File: src/rtl/mdio_receiver.sv
// Clause-22 MDIO slave: decodes master frames into register-file write/read strobes and returns read data serially.
// Latency: memory_rd 1 clk after the bit-14 mdc rise is seen, memory_wr 1 clk after bit 32; mdio_in updates 1 clk after mdc fall.
// Backpressure: none; the master paces everything through mdc, and the register file must answer one clk after memory_rd.
module mdio_receiver #(
    parameter logic [4:0] PHY_ADDR = 5'd0
) (
    input  logic        clk,
    input  logic        reset,
    input  logic        mdc,
    input  logic        mdio_oe,
    input  logic        mdio_out,
    output logic        mdio_in,
    output logic [4:0]  addr,
    output logic [15:0] wr_data,
    output logic        memory_wr,
    output logic        memory_rd,
    input  logic [15:0] rd_data,
    output logic        frame_err
);

    typedef enum logic [2:0] {
        IDLE,
        HEADER,
        WRITE_DATA,
        READ_TA,
        READ_DATA,
        SKIP
    } state_t;

    state_t      state;
    logic [5:0]  bit_cnt;
    logic [14:0] shreg;
    logic [15:0] shnext;
    logic [15:0] tx;
    logic        tx_load;
    logic        mdc_q;
    logic        mdc_rise;
    logic        mdc_fall;
    logic        phy_match;

    // mdc_q tracks mdc even in reset so leaving reset never fakes an edge
    always_ff @(posedge clk) begin
        mdc_q <= mdc;
    end

    assign mdc_rise  = mdc & ~mdc_q;
    assign mdc_fall  = ~mdc & mdc_q;
    assign shnext    = {shreg, mdio_out};
    // after 14 bits shnext[13:0] = ST, OP, PHYAD, REGAD
    assign phy_match = (shnext[9:5] == PHY_ADDR);

    always_ff @(posedge clk) begin
        if (!reset) begin
            state     <= IDLE;
            bit_cnt   <= 6'd0;
            shreg     <= 15'd0;
            tx        <= 16'd0;
            tx_load   <= 1'b0;
            mdio_in   <= 1'b0;
            addr      <= 5'd0;
            wr_data   <= 16'd0;
            memory_wr <= 1'b0;
            memory_rd <= 1'b0;
            frame_err <= 1'b0;
        end else begin
            memory_wr <= 1'b0;
            memory_rd <= 1'b0;
            frame_err <= 1'b0;
            tx_load   <= 1'b0;
            if (tx_load) begin
                tx <= rd_data;
            end

            case (state)
                IDLE: begin
                    mdio_in <= 1'b0;
                    if (mdc_rise && mdio_oe && !mdio_out) begin
                        state   <= HEADER;
                        bit_cnt <= 6'd1;
                        shreg   <= shnext[14:0];
                    end
                end

                HEADER: begin
                    if (mdc_rise) begin
                        if (!mdio_oe) begin
                            frame_err <= 1'b1;
                            state     <= IDLE;
                            bit_cnt   <= 6'd0;
                        end else begin
                            shreg   <= shnext[14:0];
                            bit_cnt <= bit_cnt + 6'd1;
                            if (bit_cnt == 6'd1 && !mdio_out) begin
                                frame_err <= 1'b1;
                                state     <= IDLE;
                                bit_cnt   <= 6'd0;
                            end else if (bit_cnt == 6'd13) begin
                                addr <= shnext[4:0];
                                if (phy_match && shnext[11:10] == 2'b10) begin
                                    memory_rd <= 1'b1;
                                    tx_load   <= 1'b1;
                                    state     <= READ_TA;
                                end else if (phy_match && shnext[11:10] == 2'b01) begin
                                    state <= WRITE_DATA;
                                end else begin
                                    state <= SKIP;
                                end
                            end
                        end
                    end
                end

                WRITE_DATA: begin
                    if (mdc_rise) begin
                        if (!mdio_oe) begin
                            frame_err <= 1'b1;
                            state     <= IDLE;
                            bit_cnt   <= 6'd0;
                        end else begin
                            shreg   <= shnext[14:0];
                            bit_cnt <= bit_cnt + 6'd1;
                            if (bit_cnt == 6'd31) begin
                                wr_data   <= shnext;
                                memory_wr <= 1'b1;
                                state     <= IDLE;
                                bit_cnt   <= 6'd0;
                            end
                        end
                    end
                end

                READ_TA: begin
                    mdio_in <= 1'b0;
                    if (mdc_rise) begin
                        bit_cnt <= bit_cnt + 6'd1;
                        if (bit_cnt == 6'd15) begin
                            state <= READ_DATA;
                        end
                    end
                end

                READ_DATA: begin
                    if (mdc_fall) begin
                        mdio_in <= tx[15];
                        tx      <= {tx[14:0], 1'b0};
                    end
                    if (mdc_rise) begin
                        bit_cnt <= bit_cnt + 6'd1;
                        if (bit_cnt == 6'd31) begin
                            mdio_in <= 1'b0;
                            state   <= IDLE;
                            bit_cnt <= 6'd0;
                        end
                    end
                end

                SKIP: begin
                    mdio_in <= 1'b0;
                    if (mdc_rise) begin
                        bit_cnt <= bit_cnt + 6'd1;
                        if (bit_cnt == 6'd31) begin
                            state   <= IDLE;
                            bit_cnt <= 6'd0;
                        end
                    end
                end

                default: begin
                    state   <= IDLE;
                    bit_cnt <= 6'd0;
                    mdio_in <= 1'b0;
                end
            endcase
        end
    end

endmodule

File: config.mk
export PLATFORM = sky130hd
export DESIGN_NAME = mdio_receiver
export DESIGN_NICKNAME = d
export VERILOG_FILES = /design/src/rtl/mdio_receiver.sv
export SDC_FILE = /design/constraint.sdc
export NUM_CORES = 1
export LEC_CHECK = 0
export BUFFER_PORTS_ARGS = -buffer_cell sky130_fd_sc_hd__buf_2
export CORE_MARGIN = 2
export CORE_UTILIZATION = 45
export DETAILED_ROUTE_END_ITERATION = 10
export GPL_TIMING_DRIVEN = 0
export PLACE_DENSITY = 0.66
export SLEW_MARGIN = 20
export SYNTH_ARGS = -nofsm -noshare
export SYNTH_HDL_FRONTEND = slang
export SYNTH_SLANG_ARGS = --single-unit
File: constraint.sdc
create_clock -name clk -period 2.3 [get_ports clk]
set_clock_uncertainty 0.2 [all_clocks]
set_input_delay 0.23 -clock clk [delete_from_list [all_inputs] [get_ports clk]]
set_output_delay 0.23 -clock clk [all_outputs]
set_load 0.05 [all_outputs]
==> metrics.cfg <==
[run_status]
status = completed

[sta]
finalHoldViolCount = 0
slew_viol_final = 0
slew_headroom_pct = 54.7
fmax_mhz = 453
layout_min_cycle_time_ns = 2.21
worst_pin_slew_ns = 0.680
grt_setup_unrepaired = no
min_period_over_period_pct = 96.0
setup_violations = 0

[grt]
grt_first_pass_wirelength_um = 10700
grt_use_total_pct = 18.6
grt_max_degree = 11
overflow = 0
grt_pass1_vias = 2279
antenna_found_initial = 0

[die]
die_area_sq_um = 7190
io_pins = 46
core_sq_um = 6310
start_util_pct = 46.5
die_w_um = 84.8
die_height_um = 84.8
fp-row-count = 29

[cts]
cts_tree = built
ctsHtreeMaxLevel = 3
cts_inserted_buffers = 9
cts.clk_slew.worst_paths_ns = 0.07
worstSkewPairLatency_ns = 0.34
cts.sinks = 66
cts_buffer_depth = 2
clockRootBuffer = clkbuf_8

[critical_path]
r2r_slack_ns = 0.09
cp-startpoint = bit_cnt[1]$_SDFFE_PN0P_
criticalPathCategory = flop to flop
crit_path_end = bit_cnt[2]$_SDFFE_PN0P_
crit_path_start_kind = flop
rr_startpoint = bit_cnt[1]$_SDFFE_PN0P_
r2r-end = bit_cnt[2]$_SDFFE_PN0P_
crit_fanout = 5
cpMaxStageDelayCell = or4b_1
worstPathArrival_ns = 2.28
r2r_cells = 7
worst_path_largest_cell_delay_ns = 0.49
crit_required_ns = 2.37
crit_path_end_kind = flop
path_cells = inv_1 > ha_1 > or3b_4 > o221ai_2 > o221a_4 > or4b_1 > a31oi_1

[finish]
final_common_cell = dfxtp_1
fin_area_sq_um = 3480
final_util_pct = 55.1
syn2layout_area_growth_pct = 18.6
n_antenna_cell = 0
layout-drive-gt1-share_pct = 22.1
fin_nets = 408
layout_common_cells = dfxtp_1, buf_2, nand2_1, nor2_1, mux2i_1

[logic_synthesis]
synth_nets = 349
synthFlopType = dfxtp_1
yosys.area.top_type = dfxtp_1
synth_top_area_share_pct = 45.0
synth_warnings = 0
ys_top_cells_by_area = dfxtp_1, mux2i_1, nand2_1
netlist_instances = 326
synth-edff-count = 0
ys_seq_elements = 66
ys_seq_area_share_pct = 45.0
syn-cell-area_sq_um = 2940
synth_cell_types = 52
async_flop_share_pct = 0
syn_area_per_cell_sq_um = 9.00

[run]
cap_violations = 0

[pwr]
ir_worst_vdd_uv = 353
p_per_area_nw_per_um2 = 583
p_leak_nw = 1.48
p_total_mw = 2.03

[routing]
routed_via_density = 5.33
finalWirelength_um = 6410
vias = 2484
firstDrtPassIters = 4
drc = 0
drtAntennaViolNets = 0
drt_iter0_drc = 187
wl_per_cell_um = 13.8

[placement]
gp_congestion = 0.909
io_buffers = 44
postPlaceCellArea_sq_um = 3250
dp_hpwl_um = 4540

[hold_path]
hold_class = input port to flop

## where the power goes
| part | switching (mW) | leakage, nW | internal, mW |
|---|---|---|---|
| clock | 0.409 | 0.0762 | 0.382 |
| sequential | 0.00311 | 0.532 | 1.15 |
| combinational | 0.0525 | 0.872 | 0.0365 |
| total | 0.465 | 1.48 | 1.56 |
## logic make-up (layout without fill, tap and decap cells)
kind of cell	Yosys count	in the layout	synth area share [%]
adder cells (fa/ha/maj)	2	2	0.852
buffers and inverters	28	91	4.69
XOR/XNOR	2	2	0.597
multiplexers	37	37	12.7
AO/OA/AOI/OAI	60	60	14.9
flip-flops	66	66	45.0
AND/OR/NAND/NOR	131	131	21.3
## through the flow
stage	cells	hold WS [ns]	setup TNS, ns	setup slack, ns
2_1_floorplan	326	0.0577	0	0.221
3_3_place_gp	447	0.194	-0.405	-0.0492
3_5_place_dp	447	0.197	-0.469	-0.0584
4_1_cts	465	0.00200	0	0.00709
5_1_grt	466	0.0313	0	0.00542
6_report	466	0.0158	0	0.0925
## state kept, by name, summed over array words and instances (netlist names)
signal	count
tx	16
wr_data	16
shreg	15
bit_cnt	6
addr	5
state	3
frame_err	1
mdc_q	1
mdio_in	1
memory_wr	1
tx_load	1
## per-layer routing
metal / track usage, % / up-vias / part of all wire [%]
met5: 0 / - / 0
li1: - / 1272 / -
met1: 23.4 / 1144 / 47
met3: 6.29 / 6 / 5.5
met2: 29.8 / 62 / 46
met4: 6.93 / 0 / 1.2
## worst max-delay path: cells and delay by family, from the launching register on
family | cells | cell delay, ns
fa+ha+maj | 1 | 0.18
simple gates | 2 | 0.76
flops | 1 | 0.39
compound gates | 3 | 0.55
buf+inv | 1 | 0.06
## how the worst min path moves through the flow
stage	to	startpoint	depth (start not counted)	slack, ns
5_1_grt	tx[9]$_SDFF_PN0_	rd_data[9]	3	0.03
6_report	frame_err$_SDFF_PN0_	mdc	3	0.02
2_1_floorplan	mdc_q$_DFF_P_	mdc	0	0.06
4_1_cts	frame_err$_SDFF_PN0_	mdc	3	0.002
3_5_place_dp	mdc_q$_DFF_P_	mdc	1	0.20
3_3_place_gp	mdc_q$_DFF_P_	mdc	1	0.19
## cell type report
class,instances,area (sq um)
fillers,614,2830
multi-input cells,232,1510
flip-flops and latches,66,1320
repair buffers,49,265
clock buffers,12,135
plain buffers,23,119
well taps,77,96.3
clock inverters,3,17.5
inverters,4,15.0
## synthesized netlist by cell type (2+ instances only)
library cell   n
buf_6          2
nor4b_1        2
or3_1          3
nor2b_1        2
a21oi_1       21
a22oi_1        2
o21ai_0        3
nor2_1        45
ha_1           2
inv_1          4
o211ai_1       2
and3_1         3
nand3_1        7
clkbuf_1       9
a31oi_1        3
or2_1          2
a211oi_1      16
or4_1          5
or2_2          2
buf_4          2
mux2i_1       36
nor3_1         3
dfxtp_1       66
xnor2_1        2
buf_2          8
buf_1          3
nand2_1       46
## repair_timing
action / 4_1_cts / 5_1_grt
setup endpoints to repair: 9 / 24
pin swaps: 0 / 2
endpoints found under the hold margin: 4 / 0
buffers inserted: 0 / 2
resized for setup: 1 / 7
gates cloned: 0 / 0
hold buffers: 3 / 0
No activity file was read; power rests on OpenSTA's default activity.
